### src/rtl/branch_resolve_unit_pkg.sv
// Shared types for the ID-stage control-transfer resolver: FSM states,
// source priority and jump-target field widths.
package branch_resolve_unit_pkg;

  typedef enum logic {
    RESOLVE = 1'b0,
    STALL   = 1'b1
  } state_e;

  // Encoded in ascending priority; SRC_NONE means no control transfer decoded.
  typedef enum logic [2:0] {
    SRC_NONE = 3'd0,
    SRC_BNE  = 3'd1,
    SRC_BEQ  = 3'd2,
    SRC_JUMP = 3'd3,
    SRC_JREG = 3'd4
  } src_e;

  localparam int JSEG_W = 4;
  localparam int JIDX_W = 26;

  function automatic src_e pick_src(logic jreg, logic jump, logic beq, logic bne);
    if (jreg)      return SRC_JREG;
    else if (jump) return SRC_JUMP;
    else if (beq)  return SRC_BEQ;
    else if (bne)  return SRC_BNE;
    else           return SRC_NONE;
  endfunction

endpackage

### src/rtl/branch_resolve_unit_if.sv
// ID-stage decode/hazard inputs and redirect/stall/statistics outputs of the
// branch resolver. master = pipeline side, slave = resolver.
interface branch_resolve_unit_if
  import branch_resolve_unit_pkg::*;
#(
  parameter int PCBITS  = 32,
  parameter int RBITS   = 5,
  parameter int CNTBITS = 32
);
  logic               i_valid;
  logic               i_ext_stall;
  logic               i_beq;
  logic               i_bne;
  logic               i_jump;
  logic               i_jreg;
  logic               i_zero;
  logic [PCBITS-1:0]  i_pc_plus4;
  logic [PCBITS-1:0]  i_imm;
  logic [JIDX_W-1:0]  i_jidx;
  logic [PCBITS-1:0]  i_rs_data;
  logic [RBITS-1:0]   i_rs_addr;
  logic [RBITS-1:0]   i_rt_addr;
  logic               i_ex_regwrite;
  logic               i_ex_memread;
  logic [RBITS-1:0]   i_ex_rd;
  logic               i_mem_memread;
  logic [RBITS-1:0]   i_mem_rd;
  logic               o_stall;
  logic               o_pc_src;
  logic [PCBITS-1:0]  o_target;
  logic               o_flush_ifid;
  logic [CNTBITS-1:0] o_branch_cnt;
  logic [CNTBITS-1:0] o_taken_cnt;

  modport master (
    output i_valid, i_ext_stall, i_beq, i_bne, i_jump, i_jreg, i_zero,
           i_pc_plus4, i_imm, i_jidx, i_rs_data, i_rs_addr, i_rt_addr,
           i_ex_regwrite, i_ex_memread, i_ex_rd, i_mem_memread, i_mem_rd,
    input  o_stall, o_pc_src, o_target, o_flush_ifid, o_branch_cnt, o_taken_cnt
  );

  modport slave (
    input  i_valid, i_ext_stall, i_beq, i_bne, i_jump, i_jreg, i_zero,
           i_pc_plus4, i_imm, i_jidx, i_rs_data, i_rs_addr, i_rt_addr,
           i_ex_regwrite, i_ex_memread, i_ex_rd, i_mem_memread, i_mem_rd,
    output o_stall, o_pc_src, o_target, o_flush_ifid, o_branch_cnt, o_taken_cnt
  );
endinterface

### src/rtl/branch_resolve_unit_hazard.sv
// Operand hazard depth for the control transfer in ID: 2 = EX load,
// 1 = EX ALU result or MEM load, 0 = operands ready.
module branch_hazard_detect
  import branch_resolve_unit_pkg::*;
#(
  parameter int RBITS = 5
) (
  input  src_e             src,
  input  logic [RBITS-1:0] rs_addr,
  input  logic [RBITS-1:0] rt_addr,
  input  logic             ex_regwrite,
  input  logic             ex_memread,
  input  logic [RBITS-1:0] ex_rd,
  input  logic             mem_memread,
  input  logic [RBITS-1:0] mem_rd,
  output logic [1:0]       n
);
  logic uses_rs, uses_rt, ex_hit, mem_hit;

  assign uses_rs = (src == SRC_BEQ) || (src == SRC_BNE) || (src == SRC_JREG);
  assign uses_rt = (src == SRC_BEQ) || (src == SRC_BNE);

  // r0 is hardwired zero, so a write to it never blocks a reader.
  assign ex_hit  = (ex_rd != '0) &&
                   ((uses_rs && ex_rd == rs_addr) || (uses_rt && ex_rd == rt_addr));
  assign mem_hit = (mem_rd != '0) &&
                   ((uses_rs && mem_rd == rs_addr) || (uses_rt && mem_rd == rt_addr));

  always_comb begin
    n = 2'd0;
    if (ex_memread && ex_hit)
      n = 2'd2;
    else if ((ex_regwrite && !ex_memread && ex_hit) || (mem_memread && mem_hit))
      n = 2'd1;
  end
endmodule

### src/rtl/branch_resolve_unit.sv
// ID-stage branch/jump resolver: hazard stall FSM, zero-latency redirect
// and flush, and branch/taken statistics for the debug unit.
module branch_resolve_unit
  import branch_resolve_unit_pkg::*;
#(
  parameter int PCBITS  = 32,
  parameter int RBITS   = 5,
  parameter int CNTBITS = 32
) (
  input  logic                 i_clk,
  input  logic                 i_reset,
  branch_resolve_unit_if.slave bus
);
  state_e             state, state_nxt;
  src_e               src;
  logic [1:0]         n;
  logic               ctrl, is_br, taken, resolve, stall;
  logic [PCBITS-1:0]  target, br_target;
  logic [CNTBITS-1:0] branch_cnt, taken_cnt;

  assign src   = pick_src(bus.i_jreg, bus.i_jump, bus.i_beq, bus.i_bne);
  assign ctrl  = bus.i_valid && (src != SRC_NONE);
  assign is_br = (src == SRC_BEQ) || (src == SRC_BNE);
  assign taken = (src == SRC_JREG) || (src == SRC_JUMP) ||
                 (src == SRC_BEQ && bus.i_zero) || (src == SRC_BNE && !bus.i_zero);

  branch_hazard_detect #(.RBITS(RBITS)) u_hazard (
    .src         (src),
    .rs_addr     (bus.i_rs_addr),
    .rt_addr     (bus.i_rt_addr),
    .ex_regwrite (bus.i_ex_regwrite),
    .ex_memread  (bus.i_ex_memread),
    .ex_rd       (bus.i_ex_rd),
    .mem_memread (bus.i_mem_memread),
    .mem_rd      (bus.i_mem_rd),
    .n           (n)
  );

  assign br_target = bus.i_pc_plus4 + (bus.i_imm << 2);

  always_comb begin
    target = bus.i_pc_plus4;
    case (src)
      SRC_JREG: target = bus.i_rs_data;
      SRC_JUMP: target = {bus.i_pc_plus4[PCBITS-1 -: JSEG_W], bus.i_jidx, 2'b00};
      SRC_BEQ,
      SRC_BNE:  if (taken) target = br_target;
      default:  target = bus.i_pc_plus4;
    endcase
  end

  always_ff @(posedge i_clk or posedge i_reset) begin
    if (i_reset) state <= RESOLVE;
    else         state <= state_nxt;
  end

  // Stall is still reported under ext_stall, but nothing resolves and the FSM holds.
  always_comb begin
    state_nxt = state;
    stall     = 1'b0;
    resolve   = 1'b0;
    if (!bus.i_valid) begin
      state_nxt = RESOLVE;
    end else if (state == STALL) begin
      stall     = 1'b1;
      state_nxt = RESOLVE;
    end else if (ctrl) begin
      if (n != 2'd0) begin
        stall     = 1'b1;
        state_nxt = (n == 2'd2) ? STALL : RESOLVE;
      end else begin
        resolve = !bus.i_ext_stall;
      end
    end
    if (bus.i_ext_stall) state_nxt = state;
  end

  always_ff @(posedge i_clk or posedge i_reset) begin
    if (i_reset) begin
      branch_cnt <= '0;
      taken_cnt  <= '0;
    end else if (resolve) begin
      if (is_br) branch_cnt <= branch_cnt + 1'b1;
      if (taken) taken_cnt  <= taken_cnt + 1'b1;
    end
  end

  assign bus.o_stall      = stall && !i_reset;
  assign bus.o_pc_src     = resolve && taken && !i_reset;
  assign bus.o_flush_ifid = resolve && taken && !i_reset;
  assign bus.o_target     = i_reset ? '0 : target;
  assign bus.o_branch_cnt = branch_cnt;
  assign bus.o_taken_cnt  = taken_cnt;
endmodule
### src/flat_wrapper.sv
// flat-port wrapper written by rule: the top's interface ports become plain ports
module branch_resolve_unit_flat import branch_resolve_unit_pkg::*;
#(
  parameter int PCBITS  = 32,
  parameter int RBITS   = 5,
  parameter int CNTBITS = 32
)
  (i_clk, i_reset, bus_i_valid, bus_i_ext_stall, bus_i_beq, bus_i_bne, bus_i_jump, bus_i_jreg, bus_i_zero, bus_i_pc_plus4, bus_i_imm, bus_i_jidx, bus_i_rs_data, bus_i_rs_addr, bus_i_rt_addr, bus_i_ex_regwrite, bus_i_ex_memread, bus_i_ex_rd, bus_i_mem_memread, bus_i_mem_rd, bus_o_stall, bus_o_pc_src, bus_o_target, bus_o_flush_ifid, bus_o_branch_cnt, bus_o_taken_cnt);
  branch_resolve_unit_if #(.PCBITS(PCBITS), .RBITS(RBITS), .CNTBITS(CNTBITS)) bus_i ();
  input  logic i_clk;
  input  logic i_reset;
  input wire logic [$bits(bus_i.i_valid)-1:0] bus_i_valid;
  input wire logic [$bits(bus_i.i_ext_stall)-1:0] bus_i_ext_stall;
  input wire logic [$bits(bus_i.i_beq)-1:0] bus_i_beq;
  input wire logic [$bits(bus_i.i_bne)-1:0] bus_i_bne;
  input wire logic [$bits(bus_i.i_jump)-1:0] bus_i_jump;
  input wire logic [$bits(bus_i.i_jreg)-1:0] bus_i_jreg;
  input wire logic [$bits(bus_i.i_zero)-1:0] bus_i_zero;
  input wire logic [$bits(bus_i.i_pc_plus4)-1:0] bus_i_pc_plus4;
  input wire logic [$bits(bus_i.i_imm)-1:0] bus_i_imm;
  input wire logic [$bits(bus_i.i_jidx)-1:0] bus_i_jidx;
  input wire logic [$bits(bus_i.i_rs_data)-1:0] bus_i_rs_data;
  input wire logic [$bits(bus_i.i_rs_addr)-1:0] bus_i_rs_addr;
  input wire logic [$bits(bus_i.i_rt_addr)-1:0] bus_i_rt_addr;
  input wire logic [$bits(bus_i.i_ex_regwrite)-1:0] bus_i_ex_regwrite;
  input wire logic [$bits(bus_i.i_ex_memread)-1:0] bus_i_ex_memread;
  input wire logic [$bits(bus_i.i_ex_rd)-1:0] bus_i_ex_rd;
  input wire logic [$bits(bus_i.i_mem_memread)-1:0] bus_i_mem_memread;
  input wire logic [$bits(bus_i.i_mem_rd)-1:0] bus_i_mem_rd;
  output wire logic [$bits(bus_i.o_stall)-1:0] bus_o_stall;
  output wire logic [$bits(bus_i.o_pc_src)-1:0] bus_o_pc_src;
  output wire logic [$bits(bus_i.o_target)-1:0] bus_o_target;
  output wire logic [$bits(bus_i.o_flush_ifid)-1:0] bus_o_flush_ifid;
  output wire logic [$bits(bus_i.o_branch_cnt)-1:0] bus_o_branch_cnt;
  output wire logic [$bits(bus_i.o_taken_cnt)-1:0] bus_o_taken_cnt;
  assign bus_i.i_valid = bus_i_valid;
  assign bus_i.i_ext_stall = bus_i_ext_stall;
  assign bus_i.i_beq = bus_i_beq;
  assign bus_i.i_bne = bus_i_bne;
  assign bus_i.i_jump = bus_i_jump;
  assign bus_i.i_jreg = bus_i_jreg;
  assign bus_i.i_zero = bus_i_zero;
  assign bus_i.i_pc_plus4 = bus_i_pc_plus4;
  assign bus_i.i_imm = bus_i_imm;
  assign bus_i.i_jidx = bus_i_jidx;
  assign bus_i.i_rs_data = bus_i_rs_data;
  assign bus_i.i_rs_addr = bus_i_rs_addr;
  assign bus_i.i_rt_addr = bus_i_rt_addr;
  assign bus_i.i_ex_regwrite = bus_i_ex_regwrite;
  assign bus_i.i_ex_memread = bus_i_ex_memread;
  assign bus_i.i_ex_rd = bus_i_ex_rd;
  assign bus_i.i_mem_memread = bus_i_mem_memread;
  assign bus_i.i_mem_rd = bus_i_mem_rd;
  assign bus_o_stall = bus_i.o_stall;
  assign bus_o_pc_src = bus_i.o_pc_src;
  assign bus_o_target = bus_i.o_target;
  assign bus_o_flush_ifid = bus_i.o_flush_ifid;
  assign bus_o_branch_cnt = bus_i.o_branch_cnt;
  assign bus_o_taken_cnt = bus_i.o_taken_cnt;
  branch_resolve_unit #(.PCBITS(PCBITS), .RBITS(RBITS), .CNTBITS(CNTBITS)) u_core (.i_clk(i_clk), .i_reset(i_reset), .bus(bus_i));
endmodule
### config.mk
export PLATFORM = sky130hd
export DESIGN_NAME = branch_resolve_unit_flat
export DESIGN_NICKNAME = d
export VERILOG_FILES = /design/src/rtl/branch_resolve_unit_pkg.sv /design/src/rtl/branch_resolve_unit_if.sv /design/src/rtl/branch_resolve_unit_hazard.sv /design/src/rtl/branch_resolve_unit.sv /design/src/flat_wrapper.sv
export SDC_FILE = /design/constraint.sdc
export NUM_CORES = 1
export LEC_CHECK = 0
export CAP_MARGIN = 0
export CORE_MARGIN = 1.5
export CORE_UTILIZATION = 40
export CTS_CLUSTER_DIAMETER = 40
export DETAILED_ROUTE_END_ITERATION = 6
export PLACE_DENSITY_LB_ADDON = 0.05
export SYNTH_ARGS = -nofsm -noshare
export SYNTH_HDL_FRONTEND = slang
export SYNTH_SLANG_ARGS = --single-unit
### constraint.sdc
create_clock -name i_clk -period 4.5 [get_ports i_clk]
set_input_delay 0.9 -clock i_clk [delete_from_list [all_inputs] [get_ports i_clk]]
set_output_delay 0.9 -clock i_clk [all_outputs]
set_load 0.005 [all_outputs]
* After elaboration in Yosys (flattened, before gate mapping)
Index checks and enable logic that the tools add are counted.
Word-level totals: flip-flop bits (word level) 65, latch bits 0, RAM bits 0, bits in read-only memories 0, output and inout bits 99, word-level logic and storage cells 72, memories 0
Operators by class: $add $sub $neg 3, multipliers 0, div/mod/pow operators 0, $lt $le $gt $ge 0, equal/unequal tests 9, shift operators 0, muxes and demuxes 22, bitwise logic cells 0, reductions and logical operators 35
Operator list (number):
- $pmux W32 S3 | 1
- $add A32 B1 Y32 const B | 2
- $mux W32 | 2
- $add A32 B32 Y32 | 1
- $eq A5 B5 Y1 | 4
- $logic_and A1 B1 Y1 | 16
- $mux W1 | 15
- $reduce_bool A5 Y1 | 2
- $mux W3 | 3
- $logic_or A1 B1 Y1 | 8
- $eq A3 B2 Y1 const B | 2
- $logic_not A1 Y1 | 4
- $reduce_and A2 Y1 | 2
- $eq A3 B1 Y1 const B | 1
- $eq A3 B3 Y1 const B | 1
- $reduce_bool A3 Y1 | 1
- $eq A2 B2 Y1 const B | 1
- $mux W2 | 1
- $reduce_bool A2 Y1 | 1
- $reduce_or A2 Y1 | 1

* Logic depth before layout (Yosys ltp)
depth after elaboration 21, mapped depth 12

* Cells and area by module
Synthesis repeated with hierarchy kept, for this count alone.
Second synthesis, totals: cells, all modules 734, area, all modules 5871.9 µm²
Modules (own cells, without submodules):
- branch_resolve_unit | times used 1, cells an instance 687, area each 5534.1 µm², sequential area each 1626.6 µm²
- branch_hazard_detect | times used 1, cells an instance 47, area each 337.8 µm², sequential area each 0.0 µm²

* Least setup slack after synthesis
Ideal clock, no wire load.
path type input port to output port, start point in bus_i_imm[0], end point out bus_o_target[30], data arrival time 3.414 ns, data required time 3.600 ns, path slack 0.186 ns, stages on the path 12, buffers on the path 0, cells stage by stage ha_1 > inv_1 > fa_1 > nor2b_1 > o31ai_1 > a211oi_1 > o21ai_0 > a311oi_1 > a21oi_1 > nor4_1 > mux2_2 > a21oi_1
Between the ends: cells in the longest elaborated chain, start to end 4
RTL lines:
- from (decl) | RTL line flat_wrapper.sv:20 | input wire logic [$bits(bus_i.i_imm)-1:0] bus_i_imm;
- $add A32 B32 Y32 | RTL line branch_resolve_unit.sv:39 | assign br_target = bus.i_pc_plus4 + (bus.i_imm << 2);
- $mux W32 | RTL line branch_resolve_unit.sv:47 | SRC_BNE: if (taken) target = br_target;
- $pmux W32 S3 | RTL line branch_resolve_unit.sv:43 | case (src)
- $mux W32 | RTL line branch_resolve_unit.sv:91 | assign bus.o_target = i_reset ? '0 : target;
- to (decl) | RTL line flat_wrapper.sv:32 | output wire logic [$bits(bus_i.o_target)-1:0] bus_o_target;
Every way passes these cells.

* Final worst setup path
start point in bus_i_imm[2], end point out bus_o_target[26]
The elaborated chain is that of the path after synthesis.

==> impl_metrics.ini <==
[run_status]
status = finished clean

[cts]
cts_tree = done
clk_latency_ns = 0.33
h-tree-depth = 3
clkTransAtPathRegs_ns = 0.05
cts_root_buffer = clkbuf_16
cts_buffers = 9
cts.sinks = 65
ctsLongestPathBuffers = 2

[route]
drcViolationCount = 0
dr.first_iter.drc_count = 388
wl_um = 21930
postRouteAntennaNets = 0
firstDrtPassIters = 6
routedWlPerCell_um = 17.93
num_vias = 6748
vias_per_cell = 5.518

[die]
dieArea_um2 = 14830
core_um2 = 13830
die_w_um = 121.8
initial_core_util_pct = 40.82
die_h_um = 121.8
rows = 43
io_pins = 253

[synthesis]
synth_edf_count = 0
synthFlopType = dfrtp_1
syn_inst = 678
yosys.area.top_type = dfrtp_1
ys_seq_area_share_pct = 28.82
synthAdderAreaFrac_pct = 7.227
yosys.area_share.simple_pct = 23.05
postSynthAreaPerCell_um2 = 8.325
yosys_register_bits = 65
synth_nets = 864
synth.distinct_cells = 64
synth_top_area_share_pct = 28.82
synthMuxAreaShare_pct = 0.7759
synthesis.area_um2 = 5644
synth_area_leaders = dfrtp_1 (29%), xnor2_1 (13%), ha_1 (6.9%), a21oi_1 (5.7%), nand2_1 (4.2%)
ys.warnings.count = 0
synth_compound_area_share_pct = 20.46
synth_top_family_by_area = simple AND/OR/NAND/NOR gates
synthArstFlopShare_pct = 100.0
synth_xor_area_share_pct = 16.29

[sta]
fin_ws_ns = 0.08729
timing.slew.headroom_pct = 53.86
fin_crit_sh_pct = 98.06
hold_viol_final = 0
fmax_mhz = 226.6
finalSetupViolCount = 0
min_period_ns = 4.413
worst_slew_pin_slew_ns = 0.6922
skew_ns = 0.006116
drv_slew = 0
setup_tns_ns = 0
rsz0062_at_grt = true

[setup_path]
cp_max_fo = 3
rrSetupSlack_ns = 1.73
crit_required_ns = 3.60
reg2reg_to = u_core.bus.o_taken_cnt[27]
r2r-start = u_core.bus.o_taken_cnt[3]
cp-end-kind = output port
critPathKind = input port to output port
critPathLaunchType = input port
cp_data_arrival_time_ns = 3.51
startpoint = bus_i_imm[2]
rr_worst_depth = 9
crit_end = bus_o_target[26]

[grt]
gr-total-overflow = 0
grt_pass1_wl_um = 34750
groute.usage.overall_pct = 29.53
grt_pass1_vias = 7016
antenna_found_initial = 0
grt_max_degree = 57

[pwr]
ir_drop_mv = 0.1919
p_leak_nw = 4.388
finalPower_mw = 2.307
power_density_nw_per_um2 = 229.4

[layout]
register_area_um2 = 1627
multi_input_area_um2 = 4382
final_common_cell = clkdlybuf4s50_1
area_growth_pct = 78.19
drive_gt1_share_pct = 23.97
layout_common_cells = clkdlybuf4s50_1 (196), buf_4 (127), xnor2_1 (79)
filler_cell_count = 1047
antennaDiodeCount = 0
instances_no_fill = 1223
nNetsFinal = 1224

[place]
io_buffers = 250
dp_hpwl_um = 16890
routabilityCongestion = 0.9474
dp_cells = 1196
place_ws_ns = -1.058

[job]
drv_cap = 0

[hold_path]
hold_path_class = register to register
==> report_power, final <==
group	leakage, nW	total [mW]	internal (mW)	switching [mW]
Sequential	0.891	0.678	0.623	0.0546
Clock	0.142	0.688	0.441	0.247
Combinational	3.35	0.941	0.530	0.411
Total	4.39	2.31	1.59	0.713
==> cell usage after synthesis (2+ instances only) <==
cell type  number
a22oi_1         5
and4_1          7
xor2_1         24
o21a_1          4
a222oi_1       12
nand3_1        35
a221oi_1        4
a21oi_1        64
nor4_1          7
and3_1         28
buf_1           4
or4_1           3
o21bai_1        3
ha_1           31
nor3_1         11
o31ai_1         3
a211oi_1        3
or2_2           2
dfrtp_1        65
a31oi_1         6
nand2b_1        4
buf_2           5
nor2b_1         4
o22ai_1         4
nand4_1        21
clkbuf_1       23
o21ai_0        27
a311oi_1        2
or3b_2          2
o221a_2         2
xnor2_1        81
a31o_2          2
mux2_2          3
and2_1          5
or2_4           2
a21o_1         22
nor2_1         47
nor3b_1         2
nand2_1        63
inv_1          12
==> per-stage QoR <==
stage	hold WS [ns]	instance area, µm²	utilization (%)
after CTS	0.4804	9839	71.16
after global routing	0.5031	10060	72.74
after floorplan	0.4683	5644	-
after global placement	0.4659	9161	66.26
after detailed placement	0.4620	9161	66.26
final	0.4795	10060	72.74
==> logic make-up (layout without fill, tap and decap cells) <==
| group | count (synthesis) | in the layout |
|---|---|---|
| and+or+nand+nor | 251 | 251 |
| xor gates and xnor gates | 105 | 105 |
| adders and majority gates | 32 | 32 |
| muxes | 4 | 4 |
| buffers and inverters | 46 | 411 |
| AOI/OAI and AO/OA | 175 | 175 |
| DFF | 65 | 65 |
==> worst min-delay path by stage <==
stage / startpoint / end / cells past startpoint
after global placement: u_core.bus.o_taken_cnt[31] / u_core.bus.o_taken_cnt[31] / 1
after floorplan: u_core.bus.o_branch_cnt[31] / u_core.bus.o_branch_cnt[31] / 1
final: u_core.bus.o_taken_cnt[31] / u_core.bus.o_taken_cnt[31] / 1
after CTS: u_core.bus.o_taken_cnt[31] / u_core.bus.o_taken_cnt[31] / 1
after global routing: u_core.bus.o_taken_cnt[31] / u_core.bus.o_taken_cnt[31] / 1
after detailed placement: u_core.bus.o_taken_cnt[31] / u_core.bus.o_taken_cnt[31] / 1
==> timing repair <==
action,CTS,global route
hold buffers,0,0
buffers inserted,9,3
gates resized for setup,148,44
pin swaps,44,28
setup endpoints to repair,23,20
==> flip-flops by register name (all words and copies together) (netlist names) <==
register                 count
u_core.bus.o_taken_cnt      32
u_core.state                 1
u_core.bus.o_branch_cnt     32
==> critical path: stages <==
cell and delay, ns:
dlygate4sd2_1 0.26, ha_4 0.25, nor2b_4 0.13, o31ai_4 0.30, a211oi_4 0.13, o21ai_4 0.19, a311oi_2 0.10, buf_4 0.17
buf_6 0.11, a311oi_4 0.27, xnor2_1 0.17, o211ai_1 0.12, a211oi_1 0.22, buf_2 0.18
==> area by class of cell <==
type	count	share of cell area, %
Multi-Input combinational cell	567	43.57
Timing Repair Buffer	383	34.61
Sequential cell	65	16.17
Clock buffer	11	2.414
Tap cell	180	2.239
Clock inverter	5	0.5474
Inverter	12	0.4479
==> per-layer routing <==
metal,global-route usage (%),part of all wire (%),vias to the layer above
li1,-,-,3203
met1,35.06,41,3242
met2,52.98,50,256
met3,4.869,5.9,47
met4,11.47,3.1,0
met5,0,0,-
Note: power is estimated with default switching activity, not from simulation.
